`src/rtl/divider.sv`:
```
// Iterative signed divider: restoring division on operand magnitudes, one
// quotient bit per clock, then sign correction. Fixed latency of
// NUM_IN_BITS+2 cycles from the accepting edge to the done pulse.
// Optional feature macro: DIVIDER_SAT_EN (saturate quotient on divide-by-zero
// and overflow instead of returning the raw/wrapped result).
`ifndef BYTE_BITS
`define BYTE_BITS 8
`endif

module divider #(
    parameter int NUM_IN_BITS = `BYTE_BITS,
    parameter int DIV_BITS    = `BYTE_BITS
) (
    input  logic                          clk,
    input  logic                          reset,
    input  logic                          trigger,
    input  logic signed [NUM_IN_BITS-1:0] num_in,
    input  logic signed [DIV_BITS-1:0]    div,
    output logic                          busy,
    output logic                          done,
    output logic signed [NUM_IN_BITS-1:0] quot,
    output logic signed [DIV_BITS-1:0]    rem,
    output logic                          div_by_zero,
    output logic                          ovf
);

    typedef enum logic [1:0] {IDLE, CALC, FIX} state_t;

    localparam logic signed [NUM_IN_BITS-1:0] NUM_MIN  = {1'b1, {(NUM_IN_BITS-1){1'b0}}};
    localparam logic signed [DIV_BITS-1:0]    DIV_NEG1 = {DIV_BITS{1'b1}};

    state_t state, state_nxt;
    logic   load, step, fix, last;

    logic [NUM_IN_BITS-1:0] cnt;

    logic signed [NUM_IN_BITS-1:0] num_p0;
    logic signed [DIV_BITS-1:0]    div_p0;
    logic        [DIV_BITS-1:0]    divmag_p0;
    logic        [NUM_IN_BITS-1:0] shreg_p1;  // dividend bits shift out, quotient bits shift in
    logic        [DIV_BITS-1:0]    part_p1;

    logic [DIV_BITS:0]    part_sh;
    logic [DIV_BITS:0]    diff;
    logic                 ge;

    logic signed [NUM_IN_BITS-1:0] quot_fix;
    logic signed [DIV_BITS-1:0]    rem_fix;
    logic                          dz_fix;
    logic                          ovf_fix;

    function automatic logic [NUM_IN_BITS-1:0] abs_num(input logic signed [NUM_IN_BITS-1:0] x);
        logic [NUM_IN_BITS-1:0] u;
        u = x;
        return x[NUM_IN_BITS-1] ? (~u + NUM_IN_BITS'(1)) : u;
    endfunction

    function automatic logic [DIV_BITS-1:0] abs_div(input logic signed [DIV_BITS-1:0] x);
        logic [DIV_BITS-1:0] u;
        u = x;
        return x[DIV_BITS-1] ? (~u + DIV_BITS'(1)) : u;
    endfunction

    // Sign-extend or truncate the dividend into the remainder width.
    function automatic logic signed [DIV_BITS-1:0] sext_rem(input logic signed [NUM_IN_BITS-1:0] x);
        logic [NUM_IN_BITS+DIV_BITS-1:0] w;
        w = {{DIV_BITS{x[NUM_IN_BITS-1]}}, x};
        return w[DIV_BITS-1:0];
    endfunction

`ifdef DIVIDER_SAT_EN
    // Most-positive or most-negative quotient depending on result sign.
    function automatic logic signed [NUM_IN_BITS-1:0] sat_quot(input logic neg);
        return neg ? {1'b1, {(NUM_IN_BITS-1){1'b0}}} : {1'b0, {(NUM_IN_BITS-1){1'b1}}};
    endfunction
`endif

    assign busy = (state != IDLE);
    assign last = (cnt == NUM_IN_BITS'(NUM_IN_BITS-1));

    // State register.
    always_ff @(posedge clk) begin
        if (!reset) state <= IDLE;
        else        state <= state_nxt;
    end

    // Next-state and per-state control strobes.
    always_comb begin
        state_nxt = state;
        load      = 1'b0;
        step      = 1'b0;
        fix       = 1'b0;
        case (state)
            IDLE: begin
                if (trigger) begin
                    load      = 1'b1;
                    state_nxt = CALC;
                end
            end
            CALC: begin
                step = 1'b1;
                if (last) state_nxt = FIX;
            end
            FIX: begin
                fix       = 1'b1;
                state_nxt = IDLE;
            end
            default: state_nxt = IDLE;
        endcase
    end

    // One restoring step; the borrow of the trial subtraction is the compare.
    always_comb begin
        part_sh = {part_p1, shreg_p1[NUM_IN_BITS-1]};
        diff    = part_sh - {1'b0, divmag_p0};
        ge      = ~diff[DIV_BITS];
    end

    // Operand capture and iteration datapath (not reset).
    always_ff @(posedge clk) begin
        if (load) begin
            num_p0    <= num_in;
            div_p0    <= div;
            divmag_p0 <= abs_div(div);
            shreg_p1  <= abs_num(num_in);
            part_p1   <= '0;
        end else if (step) begin
            part_p1  <= ge ? diff[DIV_BITS-1:0] : part_sh[DIV_BITS-1:0];
            shreg_p1 <= {shreg_p1[NUM_IN_BITS-2:0], ge};
        end
    end

    // Sign correction and special-case results.
    always_comb begin
        quot_fix = (num_p0[NUM_IN_BITS-1] ^ div_p0[DIV_BITS-1]) ? (~shreg_p1 + NUM_IN_BITS'(1)) : shreg_p1;
        rem_fix  = num_p0[NUM_IN_BITS-1] ? (~part_p1 + DIV_BITS'(1)) : part_p1;
        dz_fix   = (div_p0 == '0);
        ovf_fix  = (num_p0 == NUM_MIN) && (div_p0 == DIV_NEG1);
        if (dz_fix) begin
`ifdef DIVIDER_SAT_EN
            quot_fix = sat_quot(num_p0[NUM_IN_BITS-1]);
            rem_fix  = '0;
`else
            quot_fix = '0;
            rem_fix  = sext_rem(num_p0);
`endif
        end else if (ovf_fix) begin
`ifdef DIVIDER_SAT_EN
            quot_fix = sat_quot(1'b0);
`else
            quot_fix = NUM_MIN;
`endif
            rem_fix  = '0;
        end
    end

    // Iteration counter, result registers and done pulse.
    always_ff @(posedge clk) begin
        if (!reset) begin
            cnt         <= '0;
            done        <= 1'b0;
            quot        <= '0;
            rem         <= '0;
            div_by_zero <= 1'b0;
            ovf         <= 1'b0;
        end else begin
            done <= fix;
            if (load)      cnt <= '0;
            else if (step) cnt <= cnt + NUM_IN_BITS'(1);
            if (fix) begin
                quot        <= quot_fix;
                rem         <= rem_fix;
                div_by_zero <= dz_fix;
                ovf         <= ovf_fix;
            end
        end
    end

endmodule

```
`config.mk`:
```
export PLATFORM = sky130hd
export DESIGN_NAME = divider
export DESIGN_NICKNAME = d
export VERILOG_FILES = /design/src/rtl/divider.sv
export SDC_FILE = /design/constraint.sdc
export NUM_CORES = 1
export LEC_CHECK = 0
export ABC_AREA = 1
export CORE_MARGIN = 2
export CORE_UTILIZATION = 45
export DETAILED_ROUTE_END_ITERATION = 6
export GPL_TIMING_DRIVEN = 0
export PLACE_DENSITY_LB_ADDON = 0.3
export SLEW_MARGIN = 20
export SYNTH_ARGS = -nofsm -noshare
export SYNTH_HDL_FRONTEND = slang
export SYNTH_SLANG_ARGS = --single-unit
```
`constraint.sdc`:
```
create_clock -name clk -period 2.52 [get_ports clk]
set_input_delay 0.504 -clock clk [delete_from_list [all_inputs] [get_ports clk]]
set_output_delay 0.504 -clock clk [all_outputs]
set_load 0.02 [all_outputs]
```
==> results.rst, run 1 <==
.. list-table::
   :header-rows: 1

   * - Metric
     - Value
   * - CTS tree
     - built
   * - CTS Root Buffer Type
     - sky130_fd_sc_hd__clkbuf_8
   * - Placed cell area
     - 4270 um^2
   * - Ys async rst share
     - 0%
   * - Worst Setup Path Type
     - register to register
   * - P&R area growth vs syn
     - 18.6%
   * - HPWL after DPL
     - 6.26 mm
   * - Count of max-cap constraint violations
     - 0
   * - Number of flip-flops and latches in the synthesized netlist
     - 68
   * - Maximum fanout along the worst path
     - 9
   * - Fin crit share
     - 83.0%
   * - Level count of the clock H-tree
     - 3
   * - Top-count cell post-synth
     - sky130_fd_sc_hd__nand2_1
   * - Count of mapped cells out of synthesis
     - 485
   * - Ranking of synthesized cells by instance count
     - 123 x sky130_fd_sc_hd__nand2_1, 62 x sky130_fd_sc_hd__inv_1, 49 x sky130_fd_sc_hd__nand3_1
   * - Clock-pin slew of the registers on the worst-case setup and hold paths
     - 0.07 ns
   * - Antenna viol nets, final
     - 0
   * - Post-cts gate resize count
     - 0
   * - Result of the run
     - complete, no violations
   * - Post-synth EDFFs
     - 31
   * - Transition time at the pin with the least slew margin
     - 0.581 ns
   * - Overall track demand over capacity in global routing
     - 19.3%
   * - Kind of capture point of the worst setup path
     - register
   * - Unrepaired setup endpoints after global routing
     - no
   * - Die H
     - 95.4 um
   * - Net count of the mapped netlist
     - 518
   * - Setup TNS Final
     - 0 ns
   * - Mean area per synthesized cell
     - 7.75 um^2
   * - Clock sink count
     - 68
   * - Via count
     - 3278
   * - Achievable clock frequency
     - 0.478 GHz
   * - Final routed wirelength across all metal layers
     - 7.90 mm
   * - Total of hold buffers inserted after clock tree synthesis
     - 0
   * - Maximum number of pins on one net before global-route repair
     - 31
   * - Number of input and output port buffers inserted
     - 38
   * - Number of rows created at floorplan
     - 33
   * - First-pass GRT wire length
     - 13.6 mm
   * - Share of post-route cells with drive strength above 1
     - 8.35%
   * - Critical path data required time
     - 2.61 ns
   * - Top area cells in the synthesized netlist
     - sky130_fd_sc_hd__edfxtp_1 25%, sky130_fd_sc_hd__dfxtp_1 20%, sky130_fd_sc_hd__nand2_1 12%
   * - Starting Density
     - 46.2%
   * - Placeable core region
     - 8130 um^2
   * - Wirelength per Cell
     - 12.3 um
   * - Via count normalized by instance count
     - 5.09
   * - Overflow left after global routing
     - 0
   * - Leading area contributor after synthesis
     - sky130_fd_sc_hd__edfxtp_1
   * - Max-slew violation count
     - 0
   * - Post-CTS setup repair buffer count
     - 0
   * - Initial DRC count
     - 146
   * - Final setup skew
     - 0.00834 ns
   * - Vias in the first global route
     - 3078
   * - Leakage power of the design
     - 1.97 nW
   * - Number of antenna violations at the first check in global routing
     - 0
   * - Area share of the largest cell type after synthesis
     - 24.8%
   * - Yosys warning total
     - 0
   * - Prevailing post-synth register cell
     - sky130_fd_sc_hd__dfxtp_1
   * - Class of the tightest hold or removal check
     - register to register
   * - Max-slew headroom at the worst pin
     - 61.2%
   * - Final Hold Vio Count
     - 0
   * - Routability cong.
     - 0.824
   * - Sort of element at the start of the critical path
     - register
   * - CTS buffer count
     - 9
   * - Power Dens Cells
     - 722 nW/um^2
   * - Time the worst path needs with I/O delays and setup
     - 2.09 ns
   * - Length of the first detailed-routing pass in iterations
     - 5
   * - Horiz. Die Dim
     - 95.4 um
   * - Post-synthesis instance area
     - 3760 um^2
   * - Post-route cell area
     - 4460 um^2
   * - Area of the die
     - 9100 um^2
   * - Worst supply voltage drop on vdd
     - 0.315 mV
   * - DRC
     - 0
   * - Final setup violation count
     - 0
   * - Clock network latency to the later pin of the worst-skew pair
     - 0.35 ns
   * - Number of ports placed on the die boundary
     - 39
   * - Post-layout total power
     - 3.22 mW
   * - Nets
     - 567
   * - Cell variety after synth
     - 36
   * - Worst path arrival time
     - 2.18 ns
   * - Max Buffers Root-to-Sink
     - 2
   * - Number of inserted diodes
     - 0
   * - Sequential share of the synthesized area
     - 44.5%
   * - Fill cell instance count of the final layout
     - 751
==> power by group <==
part	internal, mW	total [mW]	switching [mW]	leakage [nW]
Combinational	0.381	1.00	0.620	1.27
Clock	0.443	0.842	0.399	0.0985
Sequential	1.28	1.37	0.0975	0.600
Total	2.10	3.22	1.12	1.97
==> sequential cells by signal, indices dropped and copies added (netlist names) <==
register,count
div_by_zero,1
quot,8
part_p1,8
state,2
rem,8
shreg_p1,8
done,1
num_p0,8
divmag_p0,7
div_p0,8
cnt,8
ovf,1
==> final cells by class <==
cell class / instances / area, um^2 / area share, %
plain buffers: 7 / 31.3 / 0.702
clock buffers: 13 / 170 / 3.82
clock inverters: 3 / 18.8 / 0.421
inverters: 75 / 282 / 6.31
multi-input cells: 335 / 1770 / 39.8
flip-flops and latches: 68 / 1670 / 37.5
well taps: 105 / 131 / 2.95
repair buffers: 38 / 380 / 8.53
==> stage by stage <==
| step | utilization (%) | hold WS, ns | setup WS (ns) | cells |
|---|---|---|---|---|
| after floorplan | - | 0.448 | 0.622 | 485 |
| after global placement | 52.5 | 0.464 | 0.124 | 628 |
| after detailed placement | 52.5 | 0.469 | 0.0813 | 628 |
| after CTS | 54.8 | 0.480 | 0.423 | 644 |
| after global routing | 54.8 | 0.496 | 0.216 | 644 |
| final | 54.8 | 0.473 | 0.429 | 644 |
==> kinds of logic (layout without fill, tap and decap cells) <==
logic type	count (synthesis)	after routing	synth area share, %
buf+inv	82	136	8.33
flops	68	68	44.5
compound gates	46	46	6.49
simple gates	251	251	30.2
fa+ha+maj	14	14	4.86
xor+xnor	24	24	5.59
==> worst max-delay path: stages, from the launching register on <==
cell and delay [ns]:
sky130_fd_sc_hd__edfxtp_1 0.43, sky130_fd_sc_hd__ha_1 0.26, sky130_fd_sc_hd__fa_1 0.42, sky130_fd_sc_hd__inv_1 0.10
sky130_fd_sc_hd__nand3_1 0.08, sky130_fd_sc_hd__nand2_2 0.10, sky130_fd_sc_hd__nand2_2 0.08, sky130_fd_sc_hd__nand3_4 0.12
sky130_fd_sc_hd__nand2_4 0.11, sky130_fd_sc_hd__nand2_1 0.07, sky130_fd_sc_hd__o21ai_1 0.06
==> per-layer routing <==
metal | up-vias | routed length [um] | track usage, %
li1 | 1672 | - | -
met1 | 1513 | 3610 | 25.0
met2 | 83 | 3780 | 31.3
met3 | 10 | 389 | 5.30
met4 | 0 | 116 | 6.19
met5 | - | 0 | 0
==> worst paths after layout <==
kind	start	to	slack, ns	cells past startpoint
max	div_p0[0]	shreg_p1[0]	0.43	10
min	quot[1]	quot[1]	0.47	2
max reg2reg	div_p0[0]	shreg_p1[0]	0.43	10
min reg2reg	quot[1]	quot[1]	0.47	2
==> cells in the final DEF (no fill, tap or decap), types with 2 or more instances in the layout <==
cell,netlist,layout
sky130_fd_sc_hd__nor2_2,4,4
sky130_fd_sc_hd__clkinv_2,0,2
sky130_fd_sc_hd__nand3b_1,2,2
sky130_fd_sc_hd__nor3_1,5,5
sky130_fd_sc_hd__xnor2_1,6,6
sky130_fd_sc_hd__nor4_1,3,3
sky130_fd_sc_hd__xor2_1,18,18
sky130_fd_sc_hd__nor2_1,44,44
sky130_fd_sc_hd__edfxtp_1,31,31
sky130_fd_sc_hd__clkbuf_8,0,10
sky130_fd_sc_hd__o21ai_1,11,11
sky130_fd_sc_hd__nand4_1,7,7
sky130_fd_sc_hd__a21oi_1,14,14
sky130_fd_sc_hd__clkbuf_1,3,5
sky130_fd_sc_hd__dfxtp_1,37,37
sky130_fd_sc_hd__a31oi_1,2,2
sky130_fd_sc_hd__inv_2,11,11
sky130_fd_sc_hd__nor2_4,2,2
sky130_fd_sc_hd__clkdlybuf4s50_1,0,38
sky130_fd_sc_hd__o21ai_0,15,15
sky130_fd_sc_hd__nand2_1,123,123
sky130_fd_sc_hd__nand3_1,49,49
sky130_fd_sc_hd__nand2_4,2,2
sky130_fd_sc_hd__inv_1,62,62
sky130_fd_sc_hd__buf_2,4,4
sky130_fd_sc_hd__nand2_2,4,4
sky130_fd_sc_hd__ha_1,13,13
sky130_fd_sc_hd__clkinv_1,2,2
(Power assumes the default switching activity.)
==> run 2: changes to the inputs <==
Clock period 2.52 ns to 1.9 ns, I/O delays scaled along.
==> run 2 against run 1 <==
Compared with the run above: fmax increased by 11%; design area increased by 4.3%; largest cell class unchanged; cell count increased by 1.9%; core utilization increased by 2.3 points; via count increased by 1.5%; power increased by 41%.
==> results.rst, run 2 (synthesis results as in run 1) <==
.. list-table::
   :header-rows: 1

   * - Metric
     - Value
   * - Most Frequent Cell on Critical Path
     - sky130_fd_sc_hd__nand3_1
   * - Delay of the slowest critical-path stage
     - 0.43 ns (about the same)
   * - R2R Path End
     - part_p1[4]
   * - Number of input and output port buffers inserted
     - 38 (unchanged)
   * - Clock power share
     - 24.8% (-1.4 points)
   * - Area of the die
     - 9100 um^2 (unchanged)
   * - Max-slew headroom at the worst pin
     - 67.4% (+6.1 points)
   * - Max-slew violation count
     - 0 (unchanged)
   * - Chain of cells forming the critical path
     - ha_4 > fa_2 > inv_2 > nand3_2 > nand2_2 > nand2_4 > nand3_4 > buf_6 > nand3_1 > nand3_1 > nand2_1
   * - Number of inserted diodes
     - 0 (unchanged)
   * - DRC
     - 0 (unchanged)
   * - Proportion of total power due to net switching
     - 35.4% (+0.65 points)
   * - Worst Setup Path Type
     - register to register
   * - Slowest cell on the critical path
     - sky130_fd_sc_hd__edfxtp_1
   * - Most frequent cells in the layout
     - 122 x sky130_fd_sc_hd__nand2_1, 60 x sky130_fd_sc_hd__inv_1, 46 x sky130_fd_sc_hd__nand3_1
   * - Overall track demand over capacity in global routing
     - 19.6% (+0.35 points)
   * - Cell depth of the worst hold path
     - 2 (unchanged)
   * - First-pass GRT wire length
     - 13.8 mm (+1.9%)
   * - Level count of the clock H-tree
     - 3 (unchanged)
   * - Placeable core region
     - 8130 um^2 (unchanged)
   * - Starting Density
     - 46.2% (unchanged)
   * - Final routed wirelength across all metal layers
     - 8.28 mm (+4.8%)
   * - Vias in the first global route
     - 3126 (+1.6%)
   * - Length of the first detailed-routing pass in iterations
     - 5 (unchanged)
   * - Initial DRC count
     - 114 (-22%)
   * - Sequential fraction of design power
     - 40.4% (-2.3 points)
   * - CTS Root Buffer Type
     - sky130_fd_sc_hd__clkbuf_8
   * - P&R area growth vs syn
     - 23.7%
   * - Power dissipated by switching net loads
     - 1.60 mW (+43%)
   * - Result of the run
     - complete, no violations
   * - Sort of element at the start of the critical path
     - register
   * - Critical path data required time
     - 2.14 ns (-0.47 ns)
   * - Via count normalized by instance count
     - 5.07 (-0.33%)
   * - Kind of capture point of the worst setup path
     - register
   * - # placed instances
     - 628 (unchanged)
   * - Worst R2R Path Depth
     - 11 (+1)
   * - Class of the tightest hold or removal check
     - register to register
   * - Die H
     - 95.4 um (unchanged)
   * - Nets
     - 579 (+2.1%)
   * - Fill cell instance count of the final layout
     - 734 (-2.3%)
   * - Finished Layout Cells
     - 656 (+1.9%)
   * - HPWL after DPL
     - 6.26 mm (unchanged)
   * - Wirelength per Cell
     - 12.6 um (+2.9%)
   * - Final setup skew
     - 0.00781 ns (-0.000526 ns)
   * - Unrepaired setup endpoints after global routing
     - yes
   * - Worst min-delay path startpoint
     - quot[1]
   * - Clock-pin slew of the registers on the worst-case setup and hold paths
     - 0.07 ns (about the same)
   * - Family with the most delay on the worst path
     - simple AND/OR/NAND/NOR gates
   * - Number of ports placed on the die boundary
     - 39 (unchanged)
   * - Maximum fanout along the worst path
     - 6 (-3)
   * - Number of rows created at floorplan
     - 33 (unchanged)
   * - Fin crit share
     - 98.8% (+16 points)
   * - Routability cong.
     - 0.824 (unchanged)
   * - Most common cell after layout, fill and taps aside
     - sky130_fd_sc_hd__nand2_1
   * - Area taken by flip-flops and latches
     - 1670 um^2 (unchanged)
   * - Maximum number of pins on one net before global-route repair
     - 31 (unchanged)
   * - Count of buffer and inverter cells on the critical path
     - 2 (+1)
   * - Total area of multi-input combinational cells
     - 1860 um^2 (+4.7%)
   * - Clock sink count
     - 68 (unchanged)
   * - CTS buffer count
     - 9 (unchanged)
   * - Total of hold buffers inserted after clock tree synthesis
     - 0 (unchanged)
   * - Count of max-cap constraint violations
     - 0 (unchanged)
   * - Worst supply voltage drop on vdd
     - 0.421 mV (+34%)
   * - Horiz. Die Dim
     - 95.4 um (unchanged)
   * - End point of the worst hold path
     - quot[1]
   * - Achievable clock frequency
     - 0.532 GHz (+11%)
   * - Max Buffers Root-to-Sink
     - 2 (unchanged)
   * - Overflow left after global routing
     - 0 (unchanged)
   * - Antenna viol nets, final
     - 0 (unchanged)
   * - Setup TNS Final
     - 0 ns (unchanged)
   * - Worst-case register-to-register setup slack
     - 0.02 ns (-0.41 ns)
   * - Final Hold Vio Count
     - 0 (unchanged)
   * - Number of antenna violations at the first check in global routing
     - 0 (unchanged)
   * - Final setup violation count
     - 0 (unchanged)
   * - Transition time at the pin with the least slew margin
     - 0.490 ns (-0.0910 ns)
   * - Power Dens Cells
     - 973 nW/um^2 (+35%)
   * - Share of post-route cells with drive strength above 1
     - 11.8% (+3.4 points)
   * - Time the worst path needs with I/O delays and setup
     - 1.88 ns (-0.213 ns)
   * - Via count
     - 3328 (+1.5%)
   * - Clock network latency to the later pin of the worst-skew pair
     - 0.35 ns (about the same)
   * - CTS tree
     - built
   * - Origin of the critical flop-to-flop path
     - div_p0[0]
   * - Worst path arrival time
     - 2.12 ns (-0.06 ns)
   * - Combinational Power Share
     - 34.8% (+3.7 points)
   * - Leakage power of the design
     - 2.07 nW (+5.0%)
   * - Internal power
     - 2.92 mW (+39%)
==> run 2: area by class of cell <==
class / instances / share of cell area (%)
buffer: 7 / 0.673
sequential: 68 / 36.0
tap: 105 / 2.83
multi-input combinational: 336 / 39.9
inverter: 75 / 6.16
clock inverter: 3 / 0.404
timing repair buffer: 49 / 10.4
clock buffer: 13 / 3.66
==> run 2: worst max path at each step <==
stage,from,to,slack [ns],cells after the start
final,div_p0[0],part_p1[4],0.02,11
after detailed placement,trigger,shreg_p1[3],-0.41,5
after global routing,shreg_p1[7],part_p1[6],-0.06,12
after floorplan,div_p0[0],shreg_p1[0],0.002,10
after CTS,shreg_p1[7],part_p1[4],0.01,13
after global placement,trigger,shreg_p1[3],-0.37,5
==> run 2: timing repair <==
action / CTS / global route
gates resized for setup: 7 / 12
cloned: 1 / 0
endpoints found under the setup margin: 17 / 18
pin swaps: 4 / 6
buffers inserted: 7 / 4
==> run 2: stage by stage <==
stage | setup WS [ns] | area [um^2] | power (mW) | hold slack [ns] | util (%)
5_1_grt | -0.0555 | 4650 | 4.81 | 0.496 | 57.1
4_1_cts | 0.0119 | 4550 | 4.44 | 0.480 | 56.0
3_3_place_gp | -0.372 | 4270 | 3.14 | 0.464 | 52.5
6_report | 0.0220 | 4650 | 4.52 | 0.473 | 57.1
2_1_floorplan | 0.00236 | 3760 | 2.86 | 0.448 | -
3_5_place_dp | -0.415 | 4270 | 3.18 | 0.469 | 52.5
==> run 2: power groups by stage <==
stage / Clock [mW] / Combinational, mW / Sequential (mW)
2_1_floorplan: 0 / 1.05 / 1.81
6_report: 1.12 / 1.57 / 1.83
4_1_cts: 1.14 / 1.48 / 1.82
3_3_place_gp: 0 / 1.29 / 1.85
5_1_grt: 1.20 / 1.77 / 1.84
3_5_place_dp: 0 / 1.33 / 1.85
==> run 2: metal layers <==
layer | track usage, % | routed length, um
met5 | 0 | 0
met1 | 25.3 | 3780
met2 | 32.5 | 3950
met3 | 3.64 | 386
met4 | 8.10 | 162
==> run 2: tightest hold or removal path, stage by stage, from the launching register on <==
cell and delay (ns):
sky130_fd_sc_hd__dfxtp_1 0.31, sky130_fd_sc_hd__nand2_1 0.06, sky130_fd_sc_hd__a21oi_1 0.05
==> run 3: changes to the inputs <==
Settings changed: GPL_ROUTABILITY_DRIVEN set to 0.
==> results of run 3 <==
The final DEF is identical to that of run 2; final timing and power are the same.
